==> config.mk <==
export PLATFORM = sky130hd
export DESIGN_NAME = mmc1_serial_writer
export DESIGN_NICKNAME = d
export VERILOG_FILES = /design/src/rtl/mmc1_pkg.sv /design/src/rtl/mmc1_gap_timer.sv /design/src/rtl/mmc1_serial_writer.sv
export SDC_FILE = /design/constraint.sdc
export NUM_CORES = 1
export LEC_CHECK = 0
export CORE_UTILIZATION = 52
export CTS_BUF_LIST = sky130_fd_sc_hd__clkbuf_4
export DETAILED_ROUTE_END_ITERATION = 16
export PLACE_DENSITY_LB_ADDON = 0.15
export SLEW_MARGIN = 5
export SYNTH_ARGS = -nofsm -noshare
export SYNTH_HDL_FRONTEND = slang
export SYNTH_HIERARCHICAL = 1
export SYNTH_SLANG_ARGS = --single-unit
==> constraint.sdc <==
create_clock -name ck -period 5.2 [get_ports ck]
set_input_delay 1.04 -clock ck [delete_from_list [all_inputs] [get_ports ck]]
set_output_delay 1.04 -clock ck [all_outputs]
set_load 0.02 [all_outputs]
==> src/rtl/mmc1_pkg.sv <==
// mmc1_pkg: shared MMC1 register encodings, bus constants and writer state type
package mmc1_pkg;
  localparam logic [1:0] REG_CTRL = 2'd0;
  localparam logic [1:0] REG_CHR0 = 2'd1;
  localparam logic [1:0] REG_CHR1 = 2'd2;
  localparam logic [1:0] REG_PRG  = 2'd3;
  localparam logic [15:0] MMC1_BASE_ADDR = 16'h8000;
  localparam logic [7:0]  MMC1_RST_DATA  = 8'h80;
  typedef enum logic [2:0] {IDLE, RST_WR, RST_GAP, BIT_WR, BIT_GAP, END_GAP} wr_state_t;
  function automatic logic [15:0] reg_addr(input logic [1:0] sel);
    return MMC1_BASE_ADDR | {1'b0, sel, 13'b0};
  endfunction
endpackage

==> src/rtl/mmc1_gap_timer.sv <==
// mmc1_gap_timer: loadable 4-bit down-counter, expired when it reaches zero
module mmc1_gap_timer (
  input  logic       ck,
  input  logic       res,
  input  logic       i_load,
  input  logic [3:0] i_val,
  output logic       o_expired
);
  logic [3:0] r_cnt;
  always_ff @(posedge ck)
    if (res) r_cnt <= '0;
    else r_cnt <= i_load ? i_val : (r_cnt != '0 ? r_cnt - 4'd1 : r_cnt);
  assign o_expired = r_cnt == '0;
endmodule

==> src/rtl/mmc1_serial_writer.sv <==
// mmc1_serial_writer: issues the MMC1 serial load sequence (optional reset write, 5 bits LSB first)
module mmc1_serial_writer import mmc1_pkg::*; #(
  parameter int GAP_CYCLES = 2
) (
  input  logic        ck,
  input  logic        res,
  input  logic        req,
  input  logic [1:0]  reg_sel,
  input  logic [4:0]  data,
  input  logic        reset_first,
  output logic        bus_wr,
  output logic [15:0] bus_addr,
  output logic [7:0]  bus_dout,
  output logic        busy,
  output logic        done
);
  localparam logic [3:0] GAP_LOAD = 4'(GAP_CYCLES - 1);
  wr_state_t r_state, w_next;
  logic [1:0] r_sel, w_sel;
  logic [4:0] r_data, w_data;
  logic [2:0] r_bit, w_idx;
  logic       w_load, w_expired;
  // every write state arms the timer so the following gap lasts GAP_CYCLES
  assign w_load = r_state == RST_WR || r_state == BIT_WR;
  mmc1_gap_timer u_gap (
    .ck(ck), .res(res), .i_load(w_load), .i_val(GAP_LOAD), .o_expired(w_expired)
  );
  always_comb begin
    w_next = r_state;
    case (r_state)
      IDLE:    w_next = req ? (reset_first ? RST_WR : BIT_WR) : IDLE;
      RST_WR:  w_next = RST_GAP;
      RST_GAP: w_next = w_expired ? BIT_WR : RST_GAP;
      BIT_WR:  w_next = r_bit == 3'd4 ? END_GAP : BIT_GAP;
      BIT_GAP: w_next = w_expired ? BIT_WR : BIT_GAP;
      END_GAP: w_next = w_expired ? IDLE : END_GAP;
      default: w_next = IDLE;
    endcase
  end
  // the first strobe is registered on the accept edge, before the payload latch is visible
  assign w_sel  = r_state == IDLE ? reg_sel : r_sel;
  assign w_data = r_state == IDLE ? data : r_data;
  assign w_idx  = r_state == IDLE ? 3'd0 : r_bit;
  always_ff @(posedge ck) begin
    if (res) begin
      r_state  <= IDLE;
      r_sel    <= '0;
      r_data   <= '0;
      r_bit    <= '0;
      bus_wr   <= 1'b0;
      bus_addr <= '0;
      bus_dout <= '0;
      busy     <= 1'b0;
      done     <= 1'b0;
    end else begin
      r_state  <= w_next;
      r_sel    <= w_sel;
      r_data   <= w_data;
      r_bit    <= r_state == IDLE ? 3'd0 : (r_state == BIT_WR ? r_bit + 3'd1 : r_bit);
      bus_wr   <= w_next == RST_WR || w_next == BIT_WR;
      bus_addr <= w_next == RST_WR ? MMC1_BASE_ADDR : (w_next == BIT_WR ? reg_addr(w_sel) : 16'h0);
      bus_dout <= w_next == RST_WR ? MMC1_RST_DATA : (w_next == BIT_WR ? {7'b0, w_data[w_idx]} : 8'h0);
      busy     <= w_next != IDLE;
      done     <= r_state == END_GAP && w_expired;
    end
  end
endmodule
==> results by stage <==
Clock tree:
- The cts-stage hold buffer count is 0.
- The post-cts gate resize count is 0.
- TritonCTS built the clock tree.
- The number of buffers between clock root and the deepest sink is 2.
- The root buffer cell is sky130_fd_sc_hd__clkbuf_4.
- The clock latency on the worst-skew pair is 0.31 ns.
- The number of setup buffers added after CTS is 0.
- The clock transition at the register clock pins on the worst setup and hold paths after CTS is 0.13 ns.
- The level count of the clock H-tree is 1.
- Clock tree synthesis inserted a total of 3 buffers.
- The clock drives 24 sinks.

Drt:
- The via density per instance is 5.128.
- The residual DRC count is 0.
- For this run, the detailed router's first-pass iteration total came to 4.
- The number of nets with antenna violations after detailed routing is 0.
- The wire length after detailed routing is 2438 um.
- The detailed router placed 1,041 vias in this run.
- Dividing the detail-routed wire length by the instance count gives 12.01 um.
- The detailed router finished its first iteration with 16 violations.

Synth:
- Sorting the synthesized cells by area gives the leading types as sky130_fd_sc_hd__dfxtp_1, sky130_fd_sc_hd__buf_4, sky130_fd_sc_hd__nand2_1.
- Each instance of the synthesized netlist takes up on average 8.286 um^2.
- The most common cell in the synthesized netlist is sky130_fd_sc_hd__dfxtp_1.
- In this run the biggest area consumer among cell types represents 36.47% of the synthesized area.
- The synthesized design spends more area on one cell type than any other, namely sky130_fd_sc_hd__dfxtp_1.
- Synthesis produced 159 cells.
- The commonest cells after synthesis are sky130_fd_sc_hd__dfxtp_1, sky130_fd_sc_hd__buf_4, sky130_fd_sc_hd__nand2_1, sky130_fd_sc_hd__a21oi_1, sky130_fd_sc_hd__nor2_1.
- The fraction of the yosys area taken by sequential cells is 36.47%.
- In this run the cell area of the synthesized design comes to 0.001318 mm^2.
- Of all flip-flops after synthesis, the portion carrying an async set or reset was 0%.
- The count of distinct cell types in the synthesized netlist is 43.
- The synthesized design contains 0 enable-type register cells.
- After synthesis the netlist holds a flip-flop and latch count of 24.
- In the synthesized netlist the dominant register cell turns out to be sky130_fd_sc_hd__dfxtp_1.
- The Yosys step of the flow raised 6 warnings.

STA:
- Setup violations remaining at the end of the flow were counted as 0.
- In this run the tightest slew margin relative to its limit is 49.17%.
- The final critical path takes up 46.35% of the cycle.
- The max-slew violation total from the final report came to 0.
- The total negative setup slack is 0 ns.
- The number of hold violations in the final report is 0.
- Setup repair after global routing left no endpoint under its margin.
- For the finished layout, the period the worst path requires is 2.410 ns.
- Static timing analysis puts the maximum clock frequency at 0.4149 GHz.
- Clock skew on the completed layout was measured at 0.002623 ns.
- The slew of the pin with the lowest slew margin is 0.7601 ns.

Run:
- The number of max-cap violations is 0.

Layout:
- The fraction of final layout cells sized beyond drive strength 1 is 6.857%.
- The number of antenna repair diodes is 0.
- The layout overhead on the synthesized area is 9.687%.
- The number of nets in the finished design is 190.
- The layout filler cell count is 210.

Placed design:
- At the end of routability-driven placement, the weighted congestion stood at 0.7903.
- The count of buffers from port buffering is 18.
- The HPWL after detailed placement is 1764 um.

Setup path:
- For the worst setup path, the data arrival time is 2.67 ns.
- The critical path is of the in2reg type.
- The kind of start point of the critical path is an input pin.
- The largest individual stage delay along the critical path comes from the cell sky130_fd_sc_hd__clkdlybuf4s50_1.
- The endpoint required time on the critical path is 5.46 ns.
- In this run the worst path has a maximum fanout of 20.
- The signal on the critical path passes through clkdlybuf4s50_1 > a211oi_1 > o22ai_1 > nor3_2.
- STA classifies the critical path endpoint as a register.
- The largest stage delay on the critical path is 0.79 ns.

Floorplan:
- The total core area is 0.002297 mm^2.
- The die footprint is 0.002739 mm^2.
- The floorplan step set the die width to 52.34 um.
- The cell row count is 17.
- 38 I/O pins were placed.
- The die is 52.34 um tall.
- Once the floorplan was initialized, standard cells occupied 57.35% of the core.

Pwr:
- The power density over cell area is 422.2 mW/mm^2.
- IR analysis of the VDD net gives a maximum drop of 0.0003100 V.
- The leakage power of the design is 0.5983 nW.
- The overall power after layout is 610.2 uW.

Worst hold path:
- The kind of path behind the tightest hold check is reg2reg.

Global routing:
- Entering global routing, the biggest net connects 21 pins.
- The number of global-route vias before repair was 926.
- The global routing usage summed across all routing layers is 21.80%.
- For this run the aggregate overflow at the end of global routing stands at 0.
- The number of antenna violations at the first check in global routing came to 0.
- The global-route wire length before repair is 4264 um.

Status:
- The run finished with clean final reports.
where the power goes:
part / leakage [nW] / total [mW] / switching (mW) / internal, mW
registers: 0.197 / 0.261 / 0.0392 / 0.222
clock network: 0.0154 / 0.0852 / 0.0572 / 0.0281
logic: 0.386 / 0.264 / 0.143 / 0.121
worst paths after layout:
kind,to,slack [ns],from,cells past startpoint
max,bus_dout[0],2.79,res,4
min,r_data[4],0.46,r_data[4],2
max reg2reg,bus_dout[0],3.14,u_gap/r_cnt[0],8
min reg2reg,r_data[4],0.46,r_data[4],2
kinds of logic (layout without fill, tap and decap cells):
logic type | count (synthesis) | count (layout) | share of synthesized area, %
compound gates | 32 | 32 | 15.77
xor+xnor | 1 | 1 | 0.6649
fa+ha+maj | 3 | 3 | 2.849
buf+inv | 38 | 33 | 17.76
flops | 24 | 24 | 36.47
mux | 6 | 6 | 4.653
other cells | 2 | 23 | 0.5700
simple gates | 53 | 53 | 21.27
flip-flops by register name, summed over array words and instances, names as in the netlist:
register,flops
r_data,5
u_gap/r_cnt,4
r_bit,3
r_state,3
bus_addr,2
bus_dout,2
r_sel,2
bus_wr,1
busy,1
done,1
layer usage:
metal  GRT usage, %  vias up  wire, um
met2          32.70       43      1115
met1          27.96      473      1113
met5              0        -         0
met4          14.04        0        83
li1               -      517         -
met3          4.638        8       125
worst max-delay path, delay by kind of cell:
| family | cells | cell delay [ns] |
|---|---|---|
| AO/OA/AOI/OAI | 2 | 0.65 |
| buffers and inverters | 1 | 0.79 |
| AND/OR/NAND/NOR | 1 | 0.19 |
stage by stage:
step                      hold slack (ns)  worst slack [ns]  instances  instance area (um^2)  util, %
after detailed placement           0.4485             2.477        199                  1419    61.76
after CTS                          0.4665             2.773        203                  1445    62.91
final                              0.4642             2.790        203                  1445    62.91
after global routing               0.4830             2.589        203                  1445    62.91
after global placement             0.4450             2.535        199                  1419    61.76
after floorplan                    0.4357             3.249        180                  1396        -
placed cells by master, fill, tap and decap left out, types with 3 or more instances in the layout:
cell                              Yosys  final
sky130_fd_sc_hd__a21oi_1             11     11
sky130_fd_sc_hd__clkbuf_4             0      3
sky130_fd_sc_hd__clkdlybuf4s50_1      0     18
sky130_fd_sc_hd__conb_1               2     23
sky130_fd_sc_hd__dfxtp_1             24     24
sky130_fd_sc_hd__ha_1                 3      3
sky130_fd_sc_hd__inv_1               10     10
sky130_fd_sc_hd__mux2i_1              5      5
sky130_fd_sc_hd__nand2_1             16     16
sky130_fd_sc_hd__nand2b_1             5      5
sky130_fd_sc_hd__nor2_1              11     11
sky130_fd_sc_hd__nor3_1               5      5
sky130_fd_sc_hd__o21ai_0              6      6
sky130_fd_sc_hd__o22ai_1              3      3
area by class of cell:
cell class / count / area [um^2] / area share (%)
clock buffers: 3 / 22.52 / 1.558
clock inverters: 1 / 3.754 / 0.2597
inverters: 11 / 41.29 / 2.857
multi-input cells: 118 / 681.9 / 47.19
flip-flops and latches: 24 / 480.5 / 33.25
well taps: 28 / 35.03 / 2.424
repair buffers: 18 / 180.2 / 12.47
(Power assumes the default switching activity.)
